$ cat src/rtl/uart_cmd_rx.sv
// uart_cmd_rx: 8N1 UART receiver for the Bluetooth command link.
// It deserializes one frame on RX and holds the byte with a sticky rdy flag
// until the consumer acknowledges it. It also reports framing errors and overruns.
module uart_cmd_rx #(
    parameter int CLKS_PER_BIT = 2604   // clk cycles per bit; even and >= 8
) (
    input  logic       clk,
    input  logic       rst_n,
    input  logic       RX,
    input  logic       clr_rdy,
    output logic [7:0] rx_data,
    output logic       rdy,
    output logic       frm_err,
    output logic       ovr_err
);

    localparam int CNT_W = $clog2(CLKS_PER_BIT);
    localparam logic [CNT_W-1:0] FULL_RELOAD = CNT_W'(CLKS_PER_BIT - 1);
    localparam logic [CNT_W-1:0] HALF_RELOAD = CNT_W'(CLKS_PER_BIT / 2 - 1);

    typedef enum logic [1:0] {
        S_IDLE,
        S_START,
        S_DATA,
        S_STOP
    } state_e;

    // Synchronizer and edge-detect flops. They idle high, like the line.
    logic rx_meta_q;
    logic rx_sync_q;
    logic rx_prev_q;

    state_e           state_q;
    logic [CNT_W-1:0] baud_cnt_q;
    logic [3:0]       bit_cnt_q;
    logic [7:0]       shift_q;
    logic [7:0]       rx_data_q;
    logic             rdy_q;
    logic             frm_err_q;
    logic             ovr_err_q;

    logic fall_edge;
    logic sample_tick;

    assign fall_edge   = rx_prev_q & ~rx_sync_q;
    assign sample_tick = (baud_cnt_q == '0);

    // Bring the asynchronous pin into the clk domain, and keep one extra stage for edge detection.
    // NOTE: sequential state uses non-blocking assignments, so every flop in
    // the chain samples the previous value of the flop in front of it.
    always_ff @(posedge clk) begin
        if (!rst_n) begin
            rx_meta_q <= 1'b1;
            rx_sync_q <= 1'b1;
            rx_prev_q <= 1'b1;
        end else begin
            rx_meta_q <= RX;
            rx_sync_q <= rx_meta_q;
            rx_prev_q <= rx_sync_q;
        end
    end

    // Frame FSM with baud and bit counters. It also drives the registered output flags.
    // NOTE: the reset is synchronous, so it is tested inside the clocked branch
    // and rst_n is left out of the sensitivity list.
    always_ff @(posedge clk) begin
        if (!rst_n) begin
            state_q    <= S_IDLE;
            baud_cnt_q <= '0;
            bit_cnt_q  <= '0;
            shift_q    <= '0;
            rx_data_q  <= '0;
            rdy_q      <= 1'b0;
            frm_err_q  <= 1'b0;
            ovr_err_q  <= 1'b0;
        end else begin
            // NOTE: the acknowledge is applied first. A good stop sample later in
            // this block assigns rdy/ovr_err again, and the last assignment wins.
            if (clr_rdy) begin
                rdy_q     <= 1'b0;
                ovr_err_q <= 1'b0;
            end

            case (state_q)
                S_IDLE: begin
                    if (fall_edge) begin
                        baud_cnt_q <= HALF_RELOAD;
                        state_q    <= S_START;
                    end
                end

                S_START: begin
                    if (sample_tick) begin
                        baud_cnt_q <= FULL_RELOAD;
                        if (!rx_sync_q) begin
                            bit_cnt_q <= 4'd0;
                            state_q   <= S_DATA;
                        end else begin
                            state_q   <= S_IDLE;   // glitch, not a real start bit
                        end
                    end else begin
                        baud_cnt_q <= baud_cnt_q - CNT_W'(1);
                    end
                end

                S_DATA: begin
                    if (sample_tick) begin
                        baud_cnt_q <= FULL_RELOAD;
                        shift_q    <= {rx_sync_q, shift_q[7:1]};
                        bit_cnt_q  <= bit_cnt_q + 4'd1;
                        if (bit_cnt_q == 4'd7) begin
                            state_q <= S_STOP;
                        end
                    end else begin
                        baud_cnt_q <= baud_cnt_q - CNT_W'(1);
                    end
                end

                S_STOP: begin
                    if (sample_tick) begin
                        baud_cnt_q <= FULL_RELOAD;
                        state_q    <= S_IDLE;
                        if (rx_sync_q) begin
                            rx_data_q <= shift_q;
                            rdy_q     <= 1'b1;
                            frm_err_q <= 1'b0;
                            if (rdy_q && !clr_rdy) begin
                                ovr_err_q <= 1'b1;
                            end
                        end else begin
                            frm_err_q <= 1'b1;
                        end
                    end else begin
                        baud_cnt_q <= baud_cnt_q - CNT_W'(1);
                    end
                end

                default: state_q <= S_IDLE;
            endcase
        end
    end

    assign rx_data = rx_data_q;
    assign rdy     = rdy_q;
    assign frm_err = frm_err_q;
    assign ovr_err = ovr_err_q;

endmodule

$ cat config.mk
export PLATFORM = sky130hd
export DESIGN_NAME = uart_cmd_rx
export DESIGN_NICKNAME = d
export VERILOG_FILES = /design/src/rtl/uart_cmd_rx.sv
export SDC_FILE = /design/constraint.sdc
export NUM_CORES = 1
export LEC_CHECK = 0
export CAP_MARGIN = 10
export CORE_MARGIN = 5
export CORE_UTILIZATION = 40
export CTS_CLUSTER_SIZE = 10
export DETAILED_ROUTE_END_ITERATION = 10
export PLACE_DENSITY = 0.6
export SYNTH_ARGS = -nofsm -noshare
export SYNTH_HDL_FRONTEND = slang
export SYNTH_SLANG_ARGS = --single-unit
$ cat constraint.sdc
create_clock -name clk -period 2.26 [get_ports clk]
set_input_delay 0.565 -clock clk [delete_from_list [all_inputs] [get_ports clk]]
set_output_delay 0.565 -clock clk [all_outputs]
set_load 0.005 [all_outputs]
==> qor.csv <==
metric;value;unit
Post-synth ARST share;0;
number of port buffers;14;
deepest clock path buffer count;2;
Resize count post-CTS;0;
Commonest cells post-synth;dfxtp_1, nand2_1, mux2i_1;
period utilization;0.916;
Setup crit end kind;register;
TritonCTS clock tree;yes;
Ys Warns;0;
clk slew on worst S/H paths;0.08;ns
Rows;24;
Initial Utilization;0.417;
hold path depth;1;
Hold Path Origin;rx_meta_q;
P&R area growth vs syn;16.9;%
max-slew violation count;0;
TritonCTS buffer count;5;
largest net degree at the start of global routing;42;
clk_lat worst skew;0.29;ns
antenna violations before repair;0;
crit path DAT;2.26;ns
1st-iter DRT viols;158;
worst reg2reg startpoint;baud_cnt_q[4];
Routed Wire Length;4.02;mm
Max IR drop VDD;0.383;mV
post-synth net total;213;
global route overflow;0;
Leak;0.805;nW
worst-margin pin slew;0.563;ns
I/O pins;15;
CP required;2.45;ns
Synth area leaders;dfxtp_1, mux2i_1, nand2_1, nand3_1, clkbuf_1;
postcts setup bufs;0;
1st-pass router iterations;4;
worst hold slack;0.412;ns
run status;finished clean;
die span in x;77.8;um
Seq/Total Area, Yosys;0.435;
Reg2Reg Depth;4;
Vias;1596;
Primary FF master, synth;dfxtp_1;
dominant cell type by area after synthesis;dfxtp_1;
Worst setup SP type;register;
Synth cell types;50;
drt drc;0;
H-Tree Level Count;2;
root buf cell;clkbuf_8;
vias in the first global route;1385;
most common cell in the synthesized netlist;dfxtp_1;
Max FO, Critical Path;13;
max cap viols;0;
Reg-to-Reg End;bit_cnt_q[0];
hold crit path type;reg2reg;
core area;4410;sq um
Setup TNS;0;ns
Detail Placement HPWL;2.73;mm
post-route ant nets;0;
EDFF count, synth;0;
Final setup viols;0;
# clock sinks;40;
Die Ht;77.8;um
ANT cells;0;
gr usage total;0.133;
Worst Setup Path Type;reg2reg;
Max Clock Freq;483;MHz
final hold vios;0;
mapped cell area;1840;sq um
first-pass GRT wire length;6.60;mm
fin crit period;2.07;ns
Rel. slew slack;0.623;
Clock Skew;0.00653;ns
PnR Total Power;1.66;mW
unrepaired setup endpoints after global routing;no;
gpl congestion;0.839;
power per cell area;771;nW/um^2
Avg Synthesized Cell Area;8.93;sq um
nets@finish;227;
Mapped Cells;206;
proportion of layout cells with a drive suffix above 1;0.0950;
Hold EP;rx_sync_q;
Worst R2R Setup Slack;0.19;ns
Synth Register Bits;40;
average vias per placed instance;5.85;
Die ar.;6060;sq um
Yosys top cell area share;0.435;
CTS Hold Bufs;0;
mean routed wirelength per cell;14.7;um
[through the flow]
stage,setup slack [ns],utilization,cells,area [sq um]
after detailed placement,0.198,0.462,265,2040
after CTS,0.194,0.487,273,2150
final,0.189,0.487,273,2150
after floorplan,0.346,-,206,1840
after global routing,0.119,0.487,273,2150
after global placement,0.245,0.462,265,2040
[cell usage in the layout (no fill, tap or decap), drive strengths merged, types with 2 or more instances in the layout]
| master | instances |
|---|---|
| a211o | 2 |
| o21a | 2 |
| and2 | 2 |
| nand3 | 9 |
| a21oi | 5 |
| ha | 3 |
| nand3b | 2 |
| o211ai | 4 |
| o21ai | 6 |
| mux2i | 19 |
| or4 | 3 |
| clkinv | 2 |
| nor4 | 6 |
| inv | 3 |
| a31oi | 2 |
| a311oi | 2 |
| o31ai | 2 |
| nor2b | 2 |
| buf | 7 |
| or3 | 2 |
| nand2b | 5 |
| nor3 | 6 |
| a32o | 2 |
| nor2 | 8 |
| nand4 | 4 |
| nand2 | 32 |
| clkbuf | 5 |
| clkdlybuf4s50 | 14 |
| dfxtp | 40 |
[report_power, final]
group	internal [mW]	switching (mW)	leakage, nW
Clock	0.327	0.250	0.0541
Combinational	0.114	0.202	0.427
Sequential	0.730	0.0355	0.324
[flip-flops by register name, summed over array words and instances, names as in the netlist, named ones only]
name        count
shift_q         8
rx_sync_q       1
ovr_err         1
bit_cnt_q       4
rx_data         8
rx_meta_q       1
frm_err         1
state_q         1
rx_prev_q       1
baud_cnt_q     12
rdy             1
[cells by family after synthesis]
family / after synthesis / share of synthesized area
AOI/OAI and AO/OA: 37 / 0.147
xor gates and xnor gates: 1 / 0.00476
DFF: 40 / 0.435
buffers and inverters: 18 / 0.0401
adders and majority gates: 3 / 0.0204
muxes: 19 / 0.103
and+or+nand+nor: 88 / 0.249
[area by class of cell]
cell class / count / area [sq um]
inverters: 4 / 15.0
repair buffers: 21 / 193
clock inverters: 3 / 42.5
multi-input cells: 148 / 966
well taps: 52 / 65.1
clock buffers: 5 / 68.8
flip-flops and latches: 40 / 801
fillers: 414 / 2260
[worst max-delay path: stages (launching register included)]
cell and delay (ns):
dfxtp_1 0.37, or3_4 0.42, or4_4 0.51, or4_1 0.52
o2111a_1 0.15
[layer usage]
layer	up-vias	GRT usage	wire, um
met2	50	0.197	1810
met3	6	0.0370	238
met5	-	0	0
met1	756	0.183	1910
li1	784	-	-
met4	0	0.0515	65
[worst max path at each step]
stage | from | end | slack [ns]
after CTS | baud_cnt_q[4] | bit_cnt_q[0] | 0.19
final | baud_cnt_q[4] | bit_cnt_q[0] | 0.19
after global routing | baud_cnt_q[0] | baud_cnt_q[8] | 0.12
after floorplan | baud_cnt_q[4] | bit_cnt_q[0] | 0.35
after global placement | baud_cnt_q[4] | bit_cnt_q[0] | 0.24
after detailed placement | baud_cnt_q[4] | bit_cnt_q[0] | 0.20
Power figures use the tool's default switching activity.
